<file path="config.mk">
export PLATFORM = sky130hd
export DESIGN_NAME = ctrl_fsm_param
export DESIGN_NICKNAME = d
export VERILOG_FILES = /design/src/rtl/ctrl_fsm_param.sv
export SDC_FILE = /design/constraint.sdc
export NUM_CORES = 1
export LEC_CHECK = 0
export BUFFER_PORTS_ARGS = -buffer_cell sky130_fd_sc_hd__buf_2
export CAP_MARGIN = 25
export CORE_UTILIZATION = 25
export CTS_CLUSTER_DIAMETER = 60
export DETAILED_ROUTE_END_ITERATION = 6
export SYNTH_ARGS = -nofsm -noshare
export SYNTH_HDL_FRONTEND = slang
export SYNTH_SLANG_ARGS = --single-unit
</file>
<file path="constraint.sdc">
create_clock -name clk -period 2.8 [get_ports clk]
set_clock_uncertainty 0.1 [all_clocks]
set_input_delay 0.42 -clock clk [delete_from_list [all_inputs] [get_ports clk]]
set_output_delay 0.42 -clock clk [all_outputs]
set_load 0.02 [all_outputs]
</file>
<file path="src/rtl/ctrl_fsm_param.sv">
// ctrl_fsm_param
// Multicycle control unit for the 16-bit datapath. Sequences fetch, decode,
// execute, memory and writeback and drives every datapath enable and select.
// Fetch and data-memory latencies are parameters. Illegal opcodes are trapped,
// and completed instructions are counted.
//
// Handshake: mem_ready is sampled on the rising clock edge while in LBRD or
// SBWR only. A memory state is left on the first edge where the state has
// been occupied for at least MEM_LAT cycles AND mem_ready is high. Earlier
// ready pulses are ignored. A low mem_ready stalls the state indefinitely, and
// the state's outputs stay asserted for the whole wait.
//
// Ports:
//   clk, reset        clock, asynchronous active-high reset
//   opCode1, opCode2, conditionCode   instruction fields
//   PSR               processor status, flags F[4:0] = PSR[4:0]
//   mem_ready         data memory ready
//   PCEN .. JALEN     datapath enables (default 0)
//   zeroExtend, SrcB, updateAddress, writeData   selects (default 1)
//   ALUcontrol, shifterControl, result           mux/control fields
//   illegal           one-cycle pulse when an illegal opcode is trapped
//   retired           count of completed instructions (wraps)
//   state             current state encoding, for debug
module ctrl_fsm_param #(
  parameter int FETCH_LAT = 2,
  parameter int MEM_LAT   = 1,
  parameter int PSR_W     = 8,
  parameter int RETIRE_W  = 16
) (
  input  logic                clk,
  input  logic                reset,
  input  logic [3:0]          opCode1,
  input  logic [3:0]          opCode2,
  input  logic [3:0]          conditionCode,
  input  logic [PSR_W-1:0]    PSR,
  input  logic                mem_ready,
  output logic                PCEN,
  output logic                PCinstruction,
  output logic                nextInstruction,
  output logic                immediateRegEN,
  output logic                resultEN,
  output logic                PSREN,
  output logic                regWriteEN,
  output logic                wren_a,
  output logic                storeReg,
  output logic                BranchEN,
  output logic                JmpEN,
  output logic                JALEN,
  output logic                zeroExtend,
  output logic                SrcB,
  output logic                updateAddress,
  output logic                writeData,
  output logic [3:0]          ALUcontrol,
  output logic [3:0]          shifterControl,
  output logic [1:0]          result,
  output logic                illegal,
  output logic [RETIRE_W-1:0] retired,
  output logic [4:0]          state
);

  typedef enum logic [4:0] {
    S_FETCH   = 5'h00, S_DECODE  = 5'h01, S_ITYPEEX = 5'h03, S_ITYPEWR = 5'h04,
    S_SHIFTEX = 5'h05, S_SHIFTWR = 5'h06, S_LBRD    = 5'h07, S_LBWR    = 5'h08,
    S_SBWR    = 5'h09, S_RTYPEEX = 5'h0A, S_RTYPEWR = 5'h0B, S_BCONDEX = 5'h0C,
    S_MEMADR  = 5'h0D, S_JALEX   = 5'h0E, S_JALWR   = 5'h0F, S_JCONDEX = 5'h10,
    S_FETCHW  = 5'h11, S_ILLEGAL = 5'h12
  } state_t;

  // The wait counter only ever needs to reach the larger of the two
  // latencies, so it saturates there instead of wrapping during long stalls.
  localparam int CNT_MAX = (FETCH_LAT > MEM_LAT) ? FETCH_LAT : MEM_LAT;
  localparam int CNT_W   = $clog2(CNT_MAX + 1);
  localparam logic [CNT_W-1:0] CNT_SAT = CNT_W'(CNT_MAX);

  state_t              state_q, state_d;
  logic [CNT_W-1:0]    cnt_q, cnt_d;
  logic [RETIRE_W-1:0] retired_q, retired_d;
  logic                retire_inc;
  logic [4:0]          f;
  logic                pass;
  logic                mem_done;

  assign f = PSR[4:0];

  if (PSR_W > 5) begin : g_psr_hi
    logic unused_psr_hi;
    assign unused_psr_hi = ^PSR[PSR_W-1:5];
  end

  always_comb begin
    pass = 1'b0;
    case (conditionCode)
      4'h0: pass = f[4];
      4'h1: pass = !f[4];
      4'h2: pass = f[3];
      4'h3: pass = !f[3];
      4'h4: pass = f[0];
      4'h5: pass = !f[0];
      4'h6: pass = f[1];
      4'h7: pass = !f[1];
      4'h8: pass = f[2];
      4'h9: pass = !f[2];
      4'hA: pass = !f[4] && !f[0];
      4'hB: pass = f[4] || f[0];
      4'hC: pass = !f[1] && !f[4];
      4'hD: pass = f[4] || f[1];
      4'hE: pass = 1'b1;
      default: pass = 1'b0;
    endcase
  end

  // cnt_q counts completed cycles in the current state, so the current cycle
  // is number cnt_q+1 (signed arithmetic keeps MEM_LAT=1 well-formed).
  assign mem_done = ((int'(cnt_q) + 1) >= MEM_LAT) && mem_ready;

  always_comb begin
    state_d         = state_q;
    retire_inc      = 1'b0;
    PCEN            = 1'b0;
    PCinstruction   = 1'b0;
    nextInstruction = 1'b0;
    immediateRegEN  = 1'b0;
    resultEN        = 1'b0;
    PSREN           = 1'b0;
    regWriteEN      = 1'b0;
    wren_a          = 1'b0;
    storeReg        = 1'b0;
    BranchEN        = 1'b0;
    JmpEN           = 1'b0;
    JALEN           = 1'b0;
    zeroExtend      = 1'b1;
    SrcB            = 1'b1;
    updateAddress   = 1'b1;
    writeData       = 1'b1;
    ALUcontrol      = 4'h5;
    shifterControl  = 4'h0;
    result          = 2'h1;
    illegal         = 1'b0;
    case (state_q)
      S_FETCH: begin
        nextInstruction = 1'b1;
        PCinstruction   = 1'b1;
        PCEN            = 1'b1;
        state_d         = (FETCH_LAT == 1) ? S_DECODE : S_FETCHW;
      end
      S_FETCHW: begin
        // FETCH plus FETCH_LAT-1 cycles here give FETCH_LAT fetch cycles.
        nextInstruction = 1'b1;
        if ((int'(cnt_q) + 2) >= FETCH_LAT) state_d = S_DECODE;
      end
      S_DECODE: begin
        immediateRegEN = 1'b1;
        SrcB           = 1'b0;
        zeroExtend     = (opCode1 == 4'h1) || (opCode1 == 4'h2) ||
                         (opCode1 == 4'h3) || (opCode1 == 4'hD);
        case (opCode1)
          4'h0:                                    state_d = S_RTYPEEX;
          4'h4:                                    state_d = S_MEMADR;
          4'h8, 4'hF:                              state_d = S_SHIFTEX;
          4'h1, 4'h2, 4'h3, 4'h5, 4'h9, 4'hB, 4'hD: state_d = S_ITYPEEX;
          4'hC:                                    state_d = S_BCONDEX;
          default:                                 state_d = S_ILLEGAL;
        endcase
      end
      S_MEMADR: begin
        case (opCode2)
          4'h0:    state_d = S_LBRD;
          4'h4:    state_d = S_SBWR;
          4'h8:    state_d = S_JALEX;
          4'hA:    state_d = S_JCONDEX;
          default: state_d = S_ILLEGAL;
        endcase
      end
      S_LBRD: begin
        updateAddress = 1'b0;
        if (mem_done) state_d = S_LBWR;
      end
      S_SBWR: begin
        updateAddress = 1'b0;
        storeReg      = 1'b1;
        wren_a        = 1'b1;
        if (mem_done) begin
          state_d    = S_FETCH;
          retire_inc = 1'b1;
        end
      end
      S_LBWR: begin
        writeData  = 1'b0;
        regWriteEN = 1'b1;
        state_d    = S_FETCH;
        retire_inc = 1'b1;
      end
      S_RTYPEEX: begin
        ALUcontrol = opCode2;
        PSREN      = 1'b1;
        resultEN   = 1'b1;
        state_d    = S_RTYPEWR;
      end
      S_RTYPEWR: begin
        regWriteEN = (opCode2 != 4'hB);  // CMP only updates flags
        state_d    = S_FETCH;
        retire_inc = 1'b1;
      end
      S_ITYPEEX: begin
        ALUcontrol = opCode1;
        SrcB       = 1'b0;
        PSREN      = 1'b1;
        resultEN   = 1'b1;
        state_d    = S_ITYPEWR;
      end
      S_ITYPEWR: begin
        regWriteEN = (opCode1 != 4'hB);  // CMPI only updates flags
        state_d    = S_FETCH;
        retire_inc = 1'b1;
      end
      S_SHIFTEX: begin
        result   = 2'h0;
        resultEN = 1'b1;
        if (opCode1 == 4'hF) begin
          // LUI: shift the immediate, selected by the primary opcode
          shifterControl = opCode1;
          SrcB           = 1'b0;
        end else begin
          shifterControl = opCode2;
          SrcB           = (opCode2 == 4'h4);
        end
        state_d = S_SHIFTWR;
      end
      S_SHIFTWR: begin
        regWriteEN = 1'b1;
        state_d    = S_FETCH;
        retire_inc = 1'b1;
      end
      S_BCONDEX: begin
        BranchEN      = pass;
        PCinstruction = 1'b1;
        PCEN          = 1'b1;
        SrcB          = 1'b0;
        state_d       = S_FETCH;
        retire_inc    = 1'b1;
      end
      S_JALEX: begin
        JALEN         = 1'b1;
        PCinstruction = 1'b1;
        PCEN          = 1'b1;
        result        = 2'h3;
        resultEN      = 1'b1;
        state_d       = S_JALWR;
      end
      S_JALWR: begin
        regWriteEN = 1'b1;
        state_d    = S_FETCH;
        retire_inc = 1'b1;
      end
      S_JCONDEX: begin
        JmpEN         = pass;
        PCinstruction = 1'b1;
        PCEN          = 1'b1;
        state_d       = S_FETCH;
        retire_inc    = 1'b1;
      end
      S_ILLEGAL: begin
        illegal = 1'b1;
        state_d = S_FETCH;
      end
      default: state_d = S_FETCH;  // unused encodings recover to fetch
    endcase
  end

  always_comb begin
    if (state_d != state_q)   cnt_d = '0;
    else if (cnt_q == CNT_SAT) cnt_d = cnt_q;
    else                       cnt_d = cnt_q + 1'b1;
    retired_d = retired_q + {{(RETIRE_W-1){1'b0}}, retire_inc};
  end

  always_ff @(posedge clk or posedge reset) begin
    if (reset) begin
      state_q   <= S_FETCH;
      cnt_q     <= '0;
      retired_q <= '0;
    end else begin
      state_q   <= state_d;
      cnt_q     <= cnt_d;
      retired_q <= retired_d;
    end
  end

  assign retired = retired_q;
  assign state   = state_q;

endmodule

</file>
# Word-level counts from Yosys, hierarchy flattened
# Memories as Yosys holds them, arrays and structs flattened.
# Cells that the tools add are included.
dict set report word_totals {
  regBits 23
  rom_bits 80
  out_inout_bits 48
  memories 1
}
# name words word_bits rd rd_clocked_by_memory_dff wr line_no
set memory_table {}
lappend memory_table {{(no name shown)} 16 5 1 0 0 156} ;# case (opCode1)
dict set report classes {
  n_addsub 4
  magnitude_cmp 2
  n_eq_ne 44
  n_mux 30
  n_reduce_logical 24
}
# operator n
set ops {}
lappend ops {{5-bit case mux with 10 select lines} 1}
lappend ops {{4-bit == test, second input constant} 11}
lappend ops {{5-bit by 4-bit == test with 1-bit output, second input constant} 8}
lappend ops {{4-bit by 3-bit == test with 1-bit output, second input constant} 5}
lappend ops {{5-bit by 3-bit == test with 1-bit output, second input constant} 4}
lappend ops {{5-bit case mux with 4 select lines} 1}
lappend ops {{16-bit by 1-bit adder with 16-bit output} 1}
lappend ops {{4-bit by 2-bit == test with 1-bit output, second input constant} 4}
lappend ops {{5-bit == test, second input constant} 3}
lappend ops {{1-bit two-way mux} 15}
lappend ops {{5-bit two-way mux} 3}
lappend ops {{1-bit case mux with 15 select lines} 1}
lappend ops {{4-bit by 1-bit == test with 1-bit output, second input constant} 2}
lappend ops {{4-bit logical NOT} 2}
lappend ops {{4-bit two-way mux} 2}
lappend ops {{4-bit != test, second input constant} 2}
lappend ops {{4-bit case mux with 2 select lines} 1}
lappend ops {{4-bit OR reduction} 2}
lappend ops {{7-bit OR reduction} 1}
lappend ops {{2-bit OR reduction} 3}
lappend ops {{3-bit OR reduction} 2}
lappend ops {{5-bit by 1-bit == test with 1-bit output, second input constant} 1}
lappend ops {{5-bit by 2-bit == test with 1-bit output, second input constant} 1}
lappend ops {{1-bit logical NOT} 5}
lappend ops {{other kinds (15)} 23}

# Depth between registers and ports, before layout
# Gate-level depths: netlist of the first run.
dict set report logic_depth {
  word_depth 7
  mapped_depth 12
  mapped_depth_nobuf 11
}

# Least setup slack after synthesis of the first run
# Ideal clock, no wire load.
dict set report synth_path {
  kind {register to output}
  startpoint {register state_q[3] (netlist: state[3])}
  endpoint {output regWriteEN}
  arrival_ns 2.441
  required_time_ns 2.280
  slack_ns -0.161
  stages_incl_launch_ff 8
  n_path_buf 1
  path_cell_list {dfrtp_1 > buf_4 > nand2b_1 > nor2_1 > a21oi_1 > a31oi_1 > o21ai_0 > a2111oi_0}
}
dict set report synth_via {
  elab_chain_len 3
}
# item line_no
set synth_lines {}
lappend synth_lines {{from (decl)} 75} ;# state_t state_q, state_d;
lappend synth_lines {{from (signal assigned)} 283} ;# state_q <= state_d;
lappend synth_lines {{5-bit by 4-bit == test with 1-bit output or 5-bit by 3-bit == test with 1-bit output (tied branches)} 139} ;# case (state_q)
lappend synth_lines {{3-bit OR reduction (no line)} -}
lappend synth_lines {{1-bit case mux with 3 select lines (*)} 139}
lappend synth_lines {{to (decl)} 43} ;# output logic regWriteEN,
# Every way passes the cells marked *; elsewhere a longest branch is shown, timed or not.

# Worst setup path after layout of the first run
# Same ends and word-level chain as after synthesis.

==> results of run 1 <==
==> per-layer routing <==
layer  global-route usage (%)  part of all wire, %
met5                        0                    0
met2                     21.3                   49
met1                     16.1                   46
met4                     2.20                 0.40
met3                     1.49                  4.4
==> registers in the layout (all words and copies together) (netlist names) <==
register / flops
retired: 16
state: 5
==> power by group <==
part	internal, mW	leakage (nW)	total, mW	switching, mW
logic	0.429	0.847	1.14	0.708
clock network	0.101	0.0228	0.191	0.0901
registers	0.374	0.280	0.466	0.0917
total	0.904	1.15	1.79	0.890
==> cell usage after synthesis (2+ instances only) <==
master	number
a21o_1	2
dfrtp_1	21
o21ai_0	3
a21oi_1	9
inv_1	7
ha_1	8
nor2_1	19
or3b_1	2
a31oi_1	3
nor4_1	2
nand3_1	9
nand3b_1	2
o22ai_1	2
xnor2_1	11
nand2b_1	7
buf_4	6
buf_6	2
nor2b_1	7
nor3_1	3
and3_1	6
xor2_1	7
o211ai_1	2
buf_2	4
nand4_1	3
or3_1	4
a22o_1	2
mux2i_1	3
o21ai_1	2
nor3b_1	6
nand2_1	15
clkbuf_1	5
a22oi_1	6
a211oi_1	5
and3b_1	2
==> worst max-delay path: stages (launching register included) <==
cell and delay [ns]:
dfrtp_1 0.47, nand2b_1 0.21, nor2_2 0.13, a21oi_1 0.08, a31oi_1 0.19, o21ai_0 0.11
a2111oi_1 0.38, buf_2 0.24
==> area by class of cell <==
class	instances	area share, %
Multi-Input combinational cell	175	52.3
Timing Repair Buffer	72	16.2
Sequential cell	21	22.8
Clock buffer	4	1.96
Inverter	8	1.30
Tap cell	99	5.38
==> metrics by stage <==
stage                     cell area, sq um  power [mW]  hold WS [ns]  utilization [%]
after global routing                  2300        1.95         0.293             31.7
after floorplan                       1890        1.31         0.297                -
after global placement                2250        1.60         0.358             31.1
final                                 2300        1.79         0.215             31.7
after CTS                             2300        1.81         0.252             31.7
after detailed placement              2250        1.61         0.371             31.1
==> worst min-delay path by stage <==
stage             endpoint  cells after the start  slack, ns        start
6_report          state[0]                      2       0.22        reset
5_1_grt         retired[6]                      2       0.29        reset
4_1_cts           state[1]                      2       0.25        reset
3_5_place_dp   retired[15]                      1       0.37  retired[15]
3_3_place_gp   retired[15]                      1       0.36  retired[15]
2_1_floorplan   retired[0]                      1       0.30        reset
==> cells by family after synthesis <==
family | after synthesis | share of synthesized area [%]
buffers and inverters | 27 | 8.43
adder cells (fa/ha/maj) | 8 | 5.31
XOR/XNOR | 18 | 8.36
AND/OR/NAND/NOR | 100 | 30.7
multiplexers | 4 | 2.79
flip-flops | 21 | 27.9
AO/OA/AOI/OAI | 45 | 16.6
==> what timing repair did <==
item | CTS | global route
gates resized for setup | 0 | 1
hold buffers | 0 | 0
endpoints found under the setup margin | 0 | 1
==> results.yml, run 1 <==
outcome:
  status: "complete, no violations"
critical_path:
  worst-r2r-setup-slack_ns: 0.28
  crit_path_start_kind: "flop"
  worstPathRequired_ns: 2.28
  reg2reg_from: "state[3]"
  crit_fanout: 9
  critPathArrivalTime_ns: 2.06
  r2r_end: "retired[12]"
  critical_path_class: "flop to output pin"
  cp-endpoint: "regWriteEN"
  end_kind: "output pin"
  rr_worst_depth: 11
  worstSetupStartpoint: "state[3]"
synthesis:
  ys_seq_area_share_pct: 27.9
  syn_nets: 254
  synthTopCellsByArea: "dfrtp_1, ha_1, xnor2_1"
  netlist.area_leader.share_pct: 27.9
  synthFlopType: "dfrtp_1"
  synth_cell_types: 60
  synth_area_leader_cell: "dfrtp_1"
  synth_area_per_cell_sq_um: 8.46
  synth_edf_count: 0
  ys_ff_latch: 21
  syn_area_sq_um: 1890
  netlist_instances: 223
  synthArstFlopShare_pct: 100
  synth.yosys.warnings: 0
routing:
  drtIter0Drc: 48
  dr.pass1.iters: 4
  vias: 1805
  viasPerCell: 4.76
  wl_per_cell_um: 12.4
  antenna_left: 0
  routed_wl_mm: 4.70
  drc_errors: 0
sta:
  setup_viol: 0
  fin_crit_ns: 2.58
  worst_pin_slew_ns: 0.815
  tns_ns: 0
  min_period_over_period_pct: 92.2
  hold_viol_final: 0
  relSlewSlack_pct: 45.6
  fmax_mhz: 387
  maxSlewViolCount: 0
  fin_ws_ns: 0.218
  rsz0062_at_grt: "false"
floorplan:
  io_pins: 71
  start_util_pct: 26.0
  die_y_um: 88.8
  dieArea_sq_um: 7890
  fp.coreArea_sq_um: 7250
  dieWidth_um: 88.8
  num_rows: 31
min_path:
  hold_class: "input port to asynchronous set/reset pin"
grt:
  track_usage_pct: 12.1
  antenna_found_initial: 0
  grt_overflow: 0
  grt_max_degree: 22
  grt_pass1_wl_mm: 7.58
  grt_pass1_vias: 1550
place:
  dp_hpwl_mm: 3.75
  place_ws_ns: 0.300
  io_buffers: 67
  dp_cells: 375
  gp_congestion: 0.847
cells_and_area:
  multi_input_area_sq_um: 1200
  layout_common_cells: "buf_2, dfrtp_1, nor2_1, nand2_1, xnor2_1"
  syn_to_final_growth_pct: 22.1
  drive_gt1_share_pct: 30.7
  layout_commonest_cell: "buf_2"
  seq_area_sq_um: 526
  fin_cells: 379
  n_fill_cell: 778
  nNetsFinal: 312
  insertedDiodeCount: 0
flow_run:
  maxCapViolCount: 0
power_and_ir_drop:
  ir_drop_mv: 0.223
  power_density_nw_per_um2: 779
  p_leak_nw: 1.15
cts:
  post_cts_buffers: 0
  cts.sinks: 21
  htree_levels: 1
  clockBufferDepth: 2
  cts_root_buf: "clkbuf_8"
  numCtsBuffers: 3
  cts.clk_slew.worst_paths_ns: 0.07
  cts_tree: "done"
  clk_latency_ns: 0.25
Power figures use the tool's default switching activity.
==> inputs of run 2 (changes only) <==
- CORE_UTILIZATION: 25 -> 50
- PLACE_DENSITY: default -> 0.81
==> results.yml, run 2 (synthesis results as in run 1) <==
cts:
  cts_tree: "done"
  cts_hold_buf: 0
  post_cts_buffers: 0
  numCtsBuffers: 3
  clk_latency_ns: 0.26
  cts_root_buf: "clkbuf_8"
  cts.sinks: 21
  clockBufferDepth: 2
  post_cts_resized: 0
  htree_levels: 1
  cts.clk_slew.worst_paths_ns: 0.08
grt:
  grt_max_degree: 22
  grt_overflow: 0
  track_usage_pct: 21.4
  antenna_found_initial: 0
  grt_pass1_wl_mm: 7.00
  grt_pass1_vias: 1589
power_and_ir_drop:
  power_density_nw_per_um2: 802
  p_total_mw: 1.81
  ir_drop_mv: 0.359
  p_leak_nw: 1.16
cells_and_area:
  syn_to_final_growth_pct: 19.9
  n_fill_cell: 339
  layout_commonest_cell: "buf_2"
  final_util_pct: 65.2
  fin_cells: 328
  insertedDiodeCount: 0
  nNetsFinal: 314
  layout_common_cells: "buf_2, dfrtp_1, nor2_1, nand2_1, xnor2_1"
  largest_reg_flops: 16
  multi_input_area_sq_um: 1210
  stdcell_area_sq_um: 2260
  seq_area_sq_um: 526
  drive_gt1_share_pct: 31.6
place:
  dp_hpwl_mm: 3.31
  placed_area_sq_um: 2200
  dp_cells: 324
  place_ws_ns: 0.352
  io_buffers: 67
  gp_congestion: 0.864
sta:
  relSlewSlack_pct: 50.0
  hold_viol_final: 0
  min_period_over_period_pct: 92.9
  fmax_mhz: 384
  setup_viol: 0
  holdWs_ns: 0.180
  tns_ns: 0
  fin_ws_ns: 0.199
  maxSlewViolCount: 0
  rsz0062_at_grt: "false"
  fin_crit_ns: 2.60
  worst_pin_slew_ns: 0.749
critical_path:
  end_kind: "output pin"
  worstPathRequired_ns: 2.28
  critical_path_class: "flop to output pin"
  crit_slowest_cell: "dfrtp_1"
  path_cells: "buf_4, or3b_1, nor2_1, or2_2, nand2_1, buf_2"
  slowest_delay_ns: 0.47
  crit_fanout: 11
  critPathArrivalTime_ns: 2.08
  crit_path_start_kind: "flop"
routing:
  wl_per_cell_um: 12.9
  antenna_left: 0
  routed_wl_mm: 4.23
  drtIter0Drc: 69
  drc_errors: 0
  viasPerCell: 5.55
  dr.pass1.iters: 4
  vias: 1822
flow_run:
  maxCapViolCount: 0
outcome:
  status: "complete, no violations"
min_path:
  hold_class: "input port to asynchronous set/reset pin"
floorplan:
  fp.coreArea_sq_um: 3470
  start_util_pct: 54.4
  io_pins: 71
  die_y_um: 63.4
  num_rows: 21
  dieArea_sq_um: 4020
  dieWidth_um: 63.4
==> run 2: cell count changes in the layout (fill, tap and decap cells not counted) <==
cell,previous run,this run
buf_4,5,6
buf_6,0,1
clkbuf_1,1,0
clkinv_2,0,1
nor2_2,2,1
nor2_4,0,1
==> run 2: final cells by class <==
cell class,instances,share of cell area [%]
clock buffers,3,1.83
clock inverters,1,0.221
inverters,8,1.33
multi-input cells,175,53.5
flip-flops and latches,21,23.2
well taps,46,2.55
repair buffers,74,17.3
==> run 2: final timing paths <==
check,start,to,slack [ns],cells after the start
setup / recovery,state[3],ALUcontrol[0],0.20,6
hold / removal,reset,retired[1],0.18,2
setup reg to reg,state[3],retired[12],0.36,11
hold reg to reg,retired[15],retired[15],0.38,1
max in group asynchronous,reset,retired[12],1.94,2
min in group clk,mem_ready,state[0],0.31,2
==> run 2: worst max-delay path: cells and delay by family (launching register included) <==
family                 cells  cell delay [ns]
and+or+nand+nor            4             0.99
DFF                        1             0.47
buffers and inverters      2             0.36
==> run 2: per-layer routing <==
layer	vias to the layer above	GRT usage [%]	share of wire (%)
met5	-	0	0
met4	0	2.56	0.21
met3	2	3.99	4.3
met2	44	36.7	49
met1	861	28.5	47
li1	915	-	-
==> run 2: power by group <==
group	total, mW	internal (mW)	switching [mW]
logic	1.15	0.454	0.694
clock network	0.192	0.0989	0.0936
registers	0.473	0.374	0.0992
total	1.81	0.927	0.887
==> inputs of run 3 (changes only) <==
- PLACE_DENSITY: 0.81 -> 0.85
==> results.yml, run 3 (synthesis results as in run 1) <==
outcome:
  status: "complete, no violations"
floorplan:
  dieWidth_um: 63.4
  dieArea_sq_um: 4020
  io_pins: 71
  start_util_pct: 54.4
  fp.coreArea_sq_um: 3470
  die_y_um: 63.4
  num_rows: 21
power_and_ir_drop:
  ir_drop_mv: 0.407
  p_leak_nw: 1.15
  power_density_nw_per_um2: 795
routing:
  dr.pass1.iters: 4
  wl_per_cell_um: 13.0
  antenna_left: 0
  vias: 1802
  viasPerCell: 5.53
  drtIter0Drc: 104
  routed_wl_mm: 4.23
  drc_errors: 0
critical_path:
  crit_path_start_kind: "flop"
  critical_path_class: "flop to output pin"
  worstSetupStartpoint: "state[2]"
  reg2reg_from: "state[3]"
  worstPathRequired_ns: 2.28
  end_kind: "output pin"
  critPathArrivalTime_ns: 2.12
  crit_fanout: 16
cells_and_area:
  layout_common_cells: "buf_2, dfrtp_1, nor2_1, nand2_1, xnor2_1"
  syn_to_final_growth_pct: 18.8
  largest_reg_flops: 16
  n_fill_cell: 312
  stdcell_area_sq_um: 2240
  nNetsFinal: 312
  drive_gt1_share_pct: 31.4
  layout_commonest_cell: "buf_2"
  insertedDiodeCount: 0
grt:
  grt_pass1_vias: 1529
  track_usage_pct: 21.6
  met1_usage_pct: 30.6
  grt_pass1_wl_mm: 7.11
  grt_max_degree: 22
  met2_usage_pct: 35.0
  grt-busiest-layer: "met2"
  met3_usage_pct: 2.36
  antenna_found_initial: 0
  grt_overflow: 0
place:
  dp_hpwl_mm: 3.30
  gp_congestion: 0.871
  io_buffers: 67
  placed_area_sq_um: 2190
cts:
  clockBufferDepth: 2
  numCtsBuffers: 3
  cts.sinks: 21
  cts.clk_slew.worst_paths_ns: 0.07
  clk_latency_ns: 0.25
  cts_root_buf: "clkbuf_8"
  cts_tree: "done"
  htree_levels: 1
sta:
  fmax_mhz: 379
  min_period_over_period_pct: 94.2
  worst_pin_slew_ns: 0.753
  relSlewSlack_pct: 49.8
  setup_viol: 0
  fin_crit_ns: 2.64
  tns_ns: 0
  maxSlewViolCount: 0
  hold_viol_final: 0
  rsz0062_at_grt: "false"
flow_run:
  maxCapViolCount: 0
min_path:
  hold_class: "input port to asynchronous set/reset pin"
[run 3: worst paths after layout]
check | to | slack (ns) | cells past startpoint
min reg2reg | retired[15] | 0.37 | 1
max | regWriteEN | 0.16 | 8
min in group clk | state[0] | 0.32 | 2
max in group asynchronous | state[3] | 1.94 | 2
max reg2reg | retired[14] | 0.30 | 11
min | retired[8] | 0.18 | 2
[run 3: timing repair]
action                                  4_1_cts  5_1_grt
endpoints found under the setup margin        0        1
buffers inserted                              0        0
resized for setup                             0        2
hold buffers                                  0        0
[run 3: metal layers]
metal / routed length, um / vias to the layer above
li1: - / 910
met1: 2010 / 838
met2: 2020 / 50
met3: 161 / 4
met4: 39 / 0
met5: 0 / -
[run 3: metrics by stage]
stage / hold slack (ns) / instances / utilization (%) / setup slack, ns / total power, mW
floorplan: 0.297 / 223 / - / 0.0790 / 1.31
finish: 0.184 / 326 / 64.6 / 0.164 / 1.78
global route: 0.277 / 326 / 64.6 / 0.00221 / 1.91
global placement: 0.354 / 322 / 63.1 / 0.336 / 1.56
detailed placement: 0.363 / 322 / 63.1 / 0.277 / 1.59
CTS: 0.221 / 326 / 64.4 / 0.147 / 1.78
[run 3: final cells by class]
type / count / area (sq um) / area share (%)
Clock buffer: 3 / 41.3 / 1.84
Multi-Input combinational cell: 175 / 1210 / 53.9
Sequential cell: 21 / 526 / 23.5
Inverter: 8 / 30.0 / 1.34
Timing Repair Buffer: 72 / 373 / 16.6
Clock inverter: 1 / 5.00 / 0.223
Tap cell: 46 / 57.6 / 2.57
[run 3: worst max-delay path: stages, from the launching register on]
cell and delay, ns:
dfrtp_1 0.37, buf_4 0.21, nand2b_1 0.13, nor2_2 0.17, a21oi_1 0.09, a31oi_1 0.21
o21ai_0 0.11, a2111oi_1 0.36, buf_2 0.23
[run 3: report_power, final]
part / switching (mW) / leakage [nW] / internal (mW)
Clock: 0.0910 / 0.0255 / 0.0988
Sequential: 0.105 / 0.280 / 0.374
Combinational: 0.681 / 0.847 / 0.431
